<file path="src/rtl/baccarat_sequencer_pkg.sv">
// Shared definitions for the baccarat hand sequencer: state encoding, scoring
// thresholds and the card rank-to-value mapping.
package baccarat_sequencer_pkg;

  typedef logic [3:0] state_t;

  localparam state_t S_IDLE   = 4'd0;
  localparam state_t S_P1     = 4'd1;
  localparam state_t S_D1     = 4'd2;
  localparam state_t S_P2     = 4'd3;
  localparam state_t S_D2     = 4'd4;
  localparam state_t S_EVAL_P = 4'd5;
  localparam state_t S_P3     = 4'd6;
  localparam state_t S_EVAL_D = 4'd7;
  localparam state_t S_D3     = 4'd8;
  localparam state_t S_SCORE  = 4'd9;
  localparam state_t S_DONE   = 4'd10;

  localparam logic [3:0] NATURAL_MIN      = 4'd8;
  localparam logic [3:0] PLAYER_STAND_MIN = 4'd6;
  localparam logic [3:0] DEALER_STAND     = 4'd7;

  // Ace..9 count face value; 10, J, Q, K, "no card" and illegal codes count 0.
  function automatic logic [3:0] rank_value(input logic [3:0] rank);
    return ((rank >= 4'd1) && (rank <= 4'd9)) ? rank : 4'd0;
  endfunction

endpackage

</file>
<file path="src/rtl/dealer_draw_rule.sv">
// Dealer third-card tableau: decides whether the dealer draws given its total
// and the value of the player's third card.
module dealer_draw_rule
  import baccarat_sequencer_pkg::*;
(
  input  logic [3:0] dscore,
  input  logic [3:0] t,
  output logic       draw
);

  always_comb begin
    draw = 1'b0;
    if (dscore < DEALER_STAND) begin
      case (dscore)
        4'd0, 4'd1, 4'd2: draw = 1'b1;
        4'd3:             draw = (t != 4'd8);
        4'd4:             draw = (t >= 4'd2) && (t <= 4'd7);
        4'd5:             draw = (t >= 4'd4) && (t <= 4'd7);
        4'd6:             draw = (t >= 4'd6) && (t <= 4'd7);
        default:          draw = 1'b0;
      endcase
    end
  end

endmodule

</file>
<file path="src/rtl/baccarat_sequencer.sv">
// Control FSM for one baccarat hand: deals four cards, applies the third-card
// rules, then latches the win lights and parks in S_DONE until reset.
module baccarat_sequencer
  import baccarat_sequencer_pkg::*;
(
  input  logic       clock,
  input  logic       resetb,
  input  logic [3:0] pscore,
  input  logic [3:0] dscore,
  input  logic [3:0] pcard3_in,
  output logic       load_pcard1,
  output logic       load_pcard2,
  output logic       load_pcard3,
  output logic       load_dcard1,
  output logic       load_dcard2,
  output logic       load_dcard3,
  output logic       player_win_light,
  output logic       dealer_win_light,
  output logic       hand_done
);

  state_t     state_q, state_d;
  logic       player_win_q, dealer_win_q;
  logic [3:0] pcard3_value;
  logic       dealer_draw;
  logic       p_natural, d_natural;

  assign pcard3_value = rank_value(pcard3_in);

  dealer_draw_rule u_dealer_draw_rule (
    .dscore (dscore),
    .t      (pcard3_value),
    .draw   (dealer_draw)
  );

  // Out-of-range totals (10..15) must not count as naturals.
  assign p_natural = (pscore >= NATURAL_MIN) && (pscore <= 4'd9);
  assign d_natural = (dscore >= NATURAL_MIN) && (dscore <= 4'd9);

  always_comb begin
    state_d = state_q;
    case (state_q)
      S_IDLE:   state_d = S_P1;
      S_P1:     state_d = S_D1;
      S_D1:     state_d = S_P2;
      S_P2:     state_d = S_D2;
      S_D2:     state_d = S_EVAL_P;
      S_EVAL_P: begin
        if (p_natural || d_natural) begin
          state_d = S_SCORE;
        end else if (pscore < PLAYER_STAND_MIN) begin
          state_d = S_P3;
        end else if (dscore <= 4'd5) begin
          state_d = S_D3;
        end else begin
          state_d = S_SCORE;
        end
      end
      S_P3:     state_d = S_EVAL_D;
      S_EVAL_D: state_d = dealer_draw ? S_D3 : S_SCORE;
      S_D3:     state_d = S_SCORE;
      S_SCORE:  state_d = S_DONE;
      S_DONE:   state_d = S_DONE;
      default:  state_d = S_IDLE;
    endcase
  end

  always_ff @(posedge clock or negedge resetb) begin
    if (!resetb) begin
      state_q <= S_IDLE;
    end else begin
      state_q <= state_d;
    end
  end

  always_ff @(posedge clock or negedge resetb) begin
    if (!resetb) begin
      player_win_q <= 1'b0;
      dealer_win_q <= 1'b0;
    end else if (state_q == S_SCORE) begin
      player_win_q <= (pscore >= dscore);
      dealer_win_q <= (dscore >= pscore);
    end
  end

  assign load_pcard1      = (state_q == S_P1);
  assign load_dcard1      = (state_q == S_D1);
  assign load_pcard2      = (state_q == S_P2);
  assign load_dcard2      = (state_q == S_D2);
  assign load_pcard3      = (state_q == S_P3);
  assign load_dcard3      = (state_q == S_D3);
  assign hand_done        = (state_q == S_DONE);
  assign player_win_light = player_win_q;
  assign dealer_win_light = dealer_win_q;

endmodule

</file>
<file path="config.mk">
export PLATFORM = sky130hd
export DESIGN_NAME = baccarat_sequencer
export DESIGN_NICKNAME = d
export VERILOG_FILES = /design/src/rtl/baccarat_sequencer_pkg.sv /design/src/rtl/dealer_draw_rule.sv /design/src/rtl/baccarat_sequencer.sv
export SDC_FILE = /design/constraint.sdc
export NUM_CORES = 1
export LEC_CHECK = 0
export ABC_AREA = 1
export CORE_AREA = 5 5 42 44
export CTS_CLUSTER_SIZE = 8
export DETAILED_ROUTE_END_ITERATION = 8
export DIE_AREA = 0 0 47 49
export HOLD_SLACK_MARGIN = 0.03
export PLACE_DENSITY_LB_ADDON = 0.15
export SLEW_MARGIN = 20
export SYNTH_ARGS = -nofsm -noshare
export SYNTH_HDL_FRONTEND = slang
export SYNTH_SLANG_ARGS = --single-unit
</file>
<file path="constraint.sdc">
create_clock -name clock -period 3.1 [get_ports clock]
set_clock_uncertainty 0.1 [all_clocks]
set_input_delay 0.93 -clock clock [delete_from_list [all_inputs] [get_ports clock]]
set_output_delay 0.93 -clock clock [all_outputs]
set_load 0.005 [all_outputs]
</file>
==> results of run 1 <==
## how the worst max path moves through the flow
stage | cells past startpoint | from | endpoint | slack, ps
finish | 4 | state_q[2]$_DFF_PN0_ | hand_done | 540
global placement | 7 | pscore[3] | dealer_win_light$_DFFE_PN0P_ | 680
floorplan | 6 | pscore[1] | dealer_win_light$_DFFE_PN0P_ | 1240
detailed placement | 7 | pscore[3] | dealer_win_light$_DFFE_PN0P_ | 650
CTS | 4 | state_q[2]$_DFF_PN0_ | hand_done | 520
global route | 5 | state_q[3]$_DFF_PN0_ | hand_done | 410
## flip-flops by register name, summed over array words and instances, names as in the netlist
register,cells
player_win_light,1
dealer_win_light,1
state_q,4
## worst max-delay path, delay by kind of cell (launching register included)
kind	cells	cell delay, ps
buffers and inverters	2	580
flip-flops	1	410
AND/OR/NAND/NOR	2	310
## layer usage
layer	vias to the layer above	GRT usage [%]	routed length (microns)
met5	-	0	0
met4	0	6.91	0
met3	0	1.85	45
met2	7	20.6	669
met1	266	15.5	525
li1	328	-	-
## Yosys cell counts
master	instances	share of area, %
nor2_1	16	11
o21ai_0	1	0.92
clkinv_2	1	0.92
o22ai_1	1	1.2
o21bai_1	2	2.8
inv_1	12	8.3
inv_2	4	2.8
a21oi_1	11	10
nand2_1	21	14
nor2_2	1	1.2
o221ai_1	1	1.6
nand2_2	2	2.3
nor2_4	1	2.1
ha_1	4	9.2
nand3_1	4	3.7
dfrtp_1	6	28
## power groups by stage
stage | Combinational, mW | Sequential, mW | Clock (mW)
global route | 0.350 | 0.157 | 0.0752
floorplan | 0.181 | 0.145 | 0
CTS | 0.314 | 0.148 | 0.0726
global placement | 0.309 | 0.148 | 0
finish | 0.308 | 0.149 | 0.0677
detailed placement | 0.313 | 0.149 | 0
## final cells by class
class                      count  area [sq um]  share of cell area [%]
timing repair buffer          22           220                    27.3
clock buffer                   3          22.5                    2.79
sequential                     6           150                    18.6
multi-input combinational     65           329                    40.8
inverter                      17          65.1                    8.06
tap                           16          20.0                    2.48
## logic make-up after synthesis
logic type | Yosys count | synth area share [%]
buffers and inverters | 17 | 12.0
DFF | 6 | 27.6
and+or+nand+nor | 45 | 34.7
AOI/OAI and AO/OA | 16 | 16.6
adders and majority gates | 4 | 9.20
## per-stage QoR
stage,util (%),setup slack (ps),area [sq um],power (mW)
after detailed placement,56.0,647,785,0.462
after CTS,57.6,520,807,0.535
final,57.6,539,807,0.524
after global placement,56.0,678,785,0.457
after floorplan,-,1240,544,0.326
after global routing,57.6,414,807,0.582
==> impl_metrics.py, run 1 <==
metrics = {
    "timing": {
        "rsz0062_at_grt": "false",
        "tightest_slew_ps": 253,
        "hold_ws_ps": 381,
        "max_freq_mhz": 390,
        "setup_viol": 0,
        "tns_ps": 0,
        "hold_violations": 0,
        "slew_violations": 0,
        "finalCriticalPeriod_ps": 2560,
        "relSlewSlack_pct": 83.1,
        "fin_crit_sh_pct": 82.6,
    },
    "critical_path": {
        "r2r_slack_ps": 1950,
        "path_max_fanout": 4,
        "end_kind": "primary output",
        "cp.required_ps": 2070,
        "crit_chain": "nor2_1 -> inv_1 -> nor2_1 -> clkdlybuf4s50_1",
        "cp.arrival_ps": 1530,
        "slowest_stage": "clkdlybuf4s50_1",
        "r2r-end": "player_win_light$_DFFE_PN0P_",
        "reg2regPathDepth": 4,
        "cpMostUsedCell": "nor2_1",
        "critPathKind": "flip-flop to primary output",
        "max_stage_delay_ps": 500,
        "r2r-start": "state_q[2]$_DFF_PN0_",
        "start_kind": "flip-flop",
    },
    "power_and_ir_drop": {
        "pwr-share-comb_pct": 58.7,
        "switching_power_uw": 217,
        "p_clk_share_pct": 12.9,
        "power_density_mw_per_mm2": 650,
        "p_int_uw": 307,
        "swShare_pct": 41.5,
        "irDropWorstVdd_v": 0.000408,
        "leakagePower_nw": 0.398,
        "power_frac_seq_pct": 28.4,
    },
    "clocking": {
        "cts_setup_buffers": 0,
        "cts_root_buf": "clkbuf_4",
        "cts_tree": "yes",
        "clock_sinks": 6,
        "cts-resized-gates": 0,
        "insertion_delay_ps": 240,
        "clk_pin_slew_ps": 40,
        "postCtsHoldBufs": 0,
        "cts_buffers": 3,
        "clock_path_buffers": 2,
        "h-tree-depth": 1,
    },
    "synthesis": {
        "synth-seq-area-share_pct": 27.6,
        "syn_area_sq_um": 544,
        "yosysUniqueCellTypes": 16,
        "ys_warn_count": 0,
        "synth_cells": 88,
        "synth_nets": 106,
        "synth-seq-cells": 6,
        "avgSynthCellArea_sq_um": 6.18,
    },
    "layout": {
        "layout-drive-gt1-share_pct": 10.6,
        "final_cell_mix": "clkdlybuf4s50_1 (22), nand2_1 (21), nor2_1 (16), inv_1 (12), a21oi_1 (11)",
        "diodes": 0,
        "areaGrowthSynthToFinish_pct": 48.3,
        "instances_no_fill": 129,
        "final_common_cell": "clkdlybuf4s50_1",
        "nFillCells": 142,
        "nNetsFinal": 133,
    },
    "drt": {
        "wire_per_inst_microns": 9.61,
        "detail-route-antenna-nets": 0,
        "wl_mm": 1.24,
        "drtIter0Drc": 5,
        "dr.pass1.iters": 4,
        "drcViolationCount": 0,
        "via_count": 601,
        "via_per_inst": 4.66,
    },
    "floorplan": {
        "start_util_pct": 38.8,
        "die_h_microns": 49,
        "dieArea_sq_mm": 0.00230,
        "rows": 14,
        "io_pins": 23,
        "fp.coreArea_sq_mm": 0.00140,
        "die_width_microns": 47,
    },
    "placed_design": {
        "gp_congestion": 0.810,
        "io_buffers": 22,
        "dp_cells": 126,
        "dp_hpwl_mm": 1.13,
    },
    "global_routing": {
        "grt_overflow_total": 0,
        "grt_antenna_before_repair": 0,
        "grt_pass1_wl_mm": 2.21,
        "grt_max_degree": 8,
        "grt_pass1_vias": 606,
        "track_usage_pct": 12.8,
    },
    "job": {
        "max-cap-violations": 0,
    },
    "worst_hold_path": {
        "hold_end": "dealer_win_light$_DFFE_PN0P_",
        "hp-start": "dealer_win_light$_DFFE_PN0P_",
        "hold_path_class": "flip-flop to flip-flop",
        "min_path_cells": 2,
    },
    "run_status": {
        "status": "finished, final reports clean",
    },
}
(Power assumes the default switching activity.)
==> run 2, diff against run 1 <==
Settings changed: CORE_AREA 5 5 42 44 to unset, CORE_MARGIN set to 5, CORE_UTILIZATION set to 36, DIE_AREA 0 0 47 49 to unset.
Clock period 3.1 ns to 2.17 ns, I/O delays scaled along.
==> run 2 against run 1 <==
Core utilization grew 3.8 points. Non-clock buffer count rose by 11. Setup slack worse by 430 ps. Register-to-register slack got worse by 1000 ps. Routed wire length grew 21%. Flip-flop and latch count stayed put. Clock power is 52% higher. Largest power group unchanged. Highest routed layer is now met4.
==> impl_metrics.py, run 2 (synthesized netlist as in run 1, its figures left out) <==
metrics = {
    "drt": {
        "drcViolationCount": 0,
        "via_count": 651,
        "wire_per_inst_microns": 10.7,
        "dr.pass1.iters": 6,
        "via_per_inst": 4.65,
        "wl_mm": 1.50,
        "drtIter0Drc": 7,
        "detail-route-antenna-nets": 0,
    },
    "clocking": {
        "cts_tree": "yes",
        "insertion_delay_ps": 240,
        "h-tree-depth": 1,
        "postCtsHoldBufs": 0,
        "clock_path_buffers": 2,
        "cts_root_buf": "clkbuf_4",
        "cts_buffers": 3,
        "clock_sinks": 6,
        "clk_pin_slew_ps": 40,
    },
    "critical_path": {
        "r2r_slack_ps": 900,
        "end_kind": "primary output",
        "start_kind": "flip-flop",
        "crit_start": "state_q[2]$_DFF_PN0_",
        "cp.required_ps": 1420,
        "r2r-end": "player_win_light$_DFFE_PN0P_",
        "r2r-start": "state_q[2]$_DFF_PN0_",
        "max_stage_delay_ps": 440,
        "cp-endpoint": "hand_done",
        "slowest_stage": "dfrtp_2",
        "crit_chain": "buf_4 -> nor2_4 -> inv_1 -> nor2_1 -> dlygate4sd2_1",
        "cp.arrival_ps": 1310,
        "critPathKind": "flip-flop to primary output",
        "path_max_fanout": 4,
        "reg2regPathDepth": 6,
    },
    "timing": {
        "tns_ps": 0,
        "tightest_slew_ps": 248,
        "finalCriticalPeriod_ps": 2060,
        "max_freq_mhz": 485,
        "rsz0062_at_grt": "false",
        "fin_crit_sh_pct": 95.0,
        "hold_violations": 0,
        "slew_violations": 0,
        "setup_viol": 0,
        "fin_ws_ps": 109,
        "relSlewSlack_pct": 83.3,
    },
    "placed_design": {
        "dp_slack_ps": -65.8,
        "dp_cells": 131,
        "dp_hpwl_mm": 1.18,
        "gp_congestion": 0.853,
        "io_buffers": 22,
    },
    "layout": {
        "diodes": 0,
        "instances_no_fill": 140,
        "layout-drive-gt1-share_pct": 24.2,
        "finish.utilization_pct": 61.4,
        "areaGrowthSynthToFinish_pct": 66.0,
        "nFillCells": 144,
        "nNetsFinal": 144,
        "largest_reg_flops": 4,
        "top_register": "state_q",
        "final_common_cell": "nand2_1",
        "final_cell_mix": "nand2_1 (21), clkdlybuf4s50_1 (15), nor2_1 (12)",
    },
    "floorplan": {
        "die_width_microns": 48.9,
        "rows": 14,
        "fp.coreArea_sq_mm": 0.00147,
        "io_pins": 23,
        "die_h_microns": 48.9,
        "dieArea_sq_mm": 0.00239,
        "start_util_pct": 37.0,
    },
    "power_and_ir_drop": {
        "leakagePower_nw": 0.483,
        "irDropWorstVdd_v": 0.000520,
        "power_density_mw_per_mm2": 961,
    },
    "worst_hold_path": {
        "hp-start": "dealer_win_light$_DFFE_PN0P_",
        "hold_path_class": "flip-flop to flip-flop",
    },
    "global_routing": {
        "grt_max_degree": 7,
        "grt_pass1_wl_mm": 2.50,
        "track_usage_pct": 12.9,
        "grt_overflow_total": 0,
        "grt_pass1_vias": 627,
        "grt_antenna_before_repair": 0,
    },
    "job": {
        "max-cap-violations": 0,
    },
    "run_status": {
        "status": "finished, final reports clean",
    },
}
[run 2: cell count changes in the layout (fill, tap and decap cells not counted), sizes merged]
cell	previous run	this run
buf	0	11
clkdlybuf4s50	22	15
dlygate4sd2	0	7
[run 2: layer usage]
layer  vias up  track usage (%)  share of wire, %
li1        352                -                 -
met1       277             14.7                44
met2        16             20.7                48
met3         6             4.89               5.1
met4         0             6.73               3.4
met5         -                0                 0
[run 2: repair_timing]
action | CTS | global route
endpoints found under the setup margin | 7 | 2
pin swaps | 1 | 0
resized for setup | 16 | 0
setup buffers | 5 | 1
[run 2: power breakdown]
part / leakage, nW / internal [mW] / switching [mW] / total, mW
clock: 0.0138 / 0.0626 / 0.0408 / 0.103
sequential: 0.0702 / 0.168 / 0.0557 / 0.224
combinational: 0.399 / 0.271 / 0.270 / 0.541
[run 2: critical path, delay by kind of cell (launching register included)]
kind                   cells  cell delay [ps]
buffers and inverters      3              450
flip-flops                 1              440
AND/OR/NAND/NOR            2              180
[run 2: worst min path at each step]
stage	slack [ps]	endpoint	cells past startpoint
after global placement	380	dealer_win_light$_DFFE_PN0P_	2
final	390	dealer_win_light$_DFFE_PN0P_	2
after floorplan	260	dealer_win_light$_DFFE_PN0P_	0
after detailed placement	380	dealer_win_light$_DFFE_PN0P_	2
after CTS	390	dealer_win_light$_DFFE_PN0P_	2
after global routing	430	dealer_win_light$_DFFE_PN0P_	2
[run 2: cell type report]
class,count,area [sq um],area share (%)
Multi-Input combinational cell,65,349,38.6
Timing Repair Buffer,33,294,32.5
Sequential cell,6,153,16.9
Inverter,17,65.1,7.20
Clock buffer,3,22.5,2.49
Tap cell,16,20.0,2.22
[run 2: per-stage QoR]
stage	total power [mW]	instance area, sq um	hold WS (ps)
4_1_cts	0.851	896	394
5_1_grt	0.953	903	430
3_5_place_dp	0.674	822	383
6_report	0.868	903	391
2_1_floorplan	0.466	544	255
3_3_place_gp	0.669	822	380
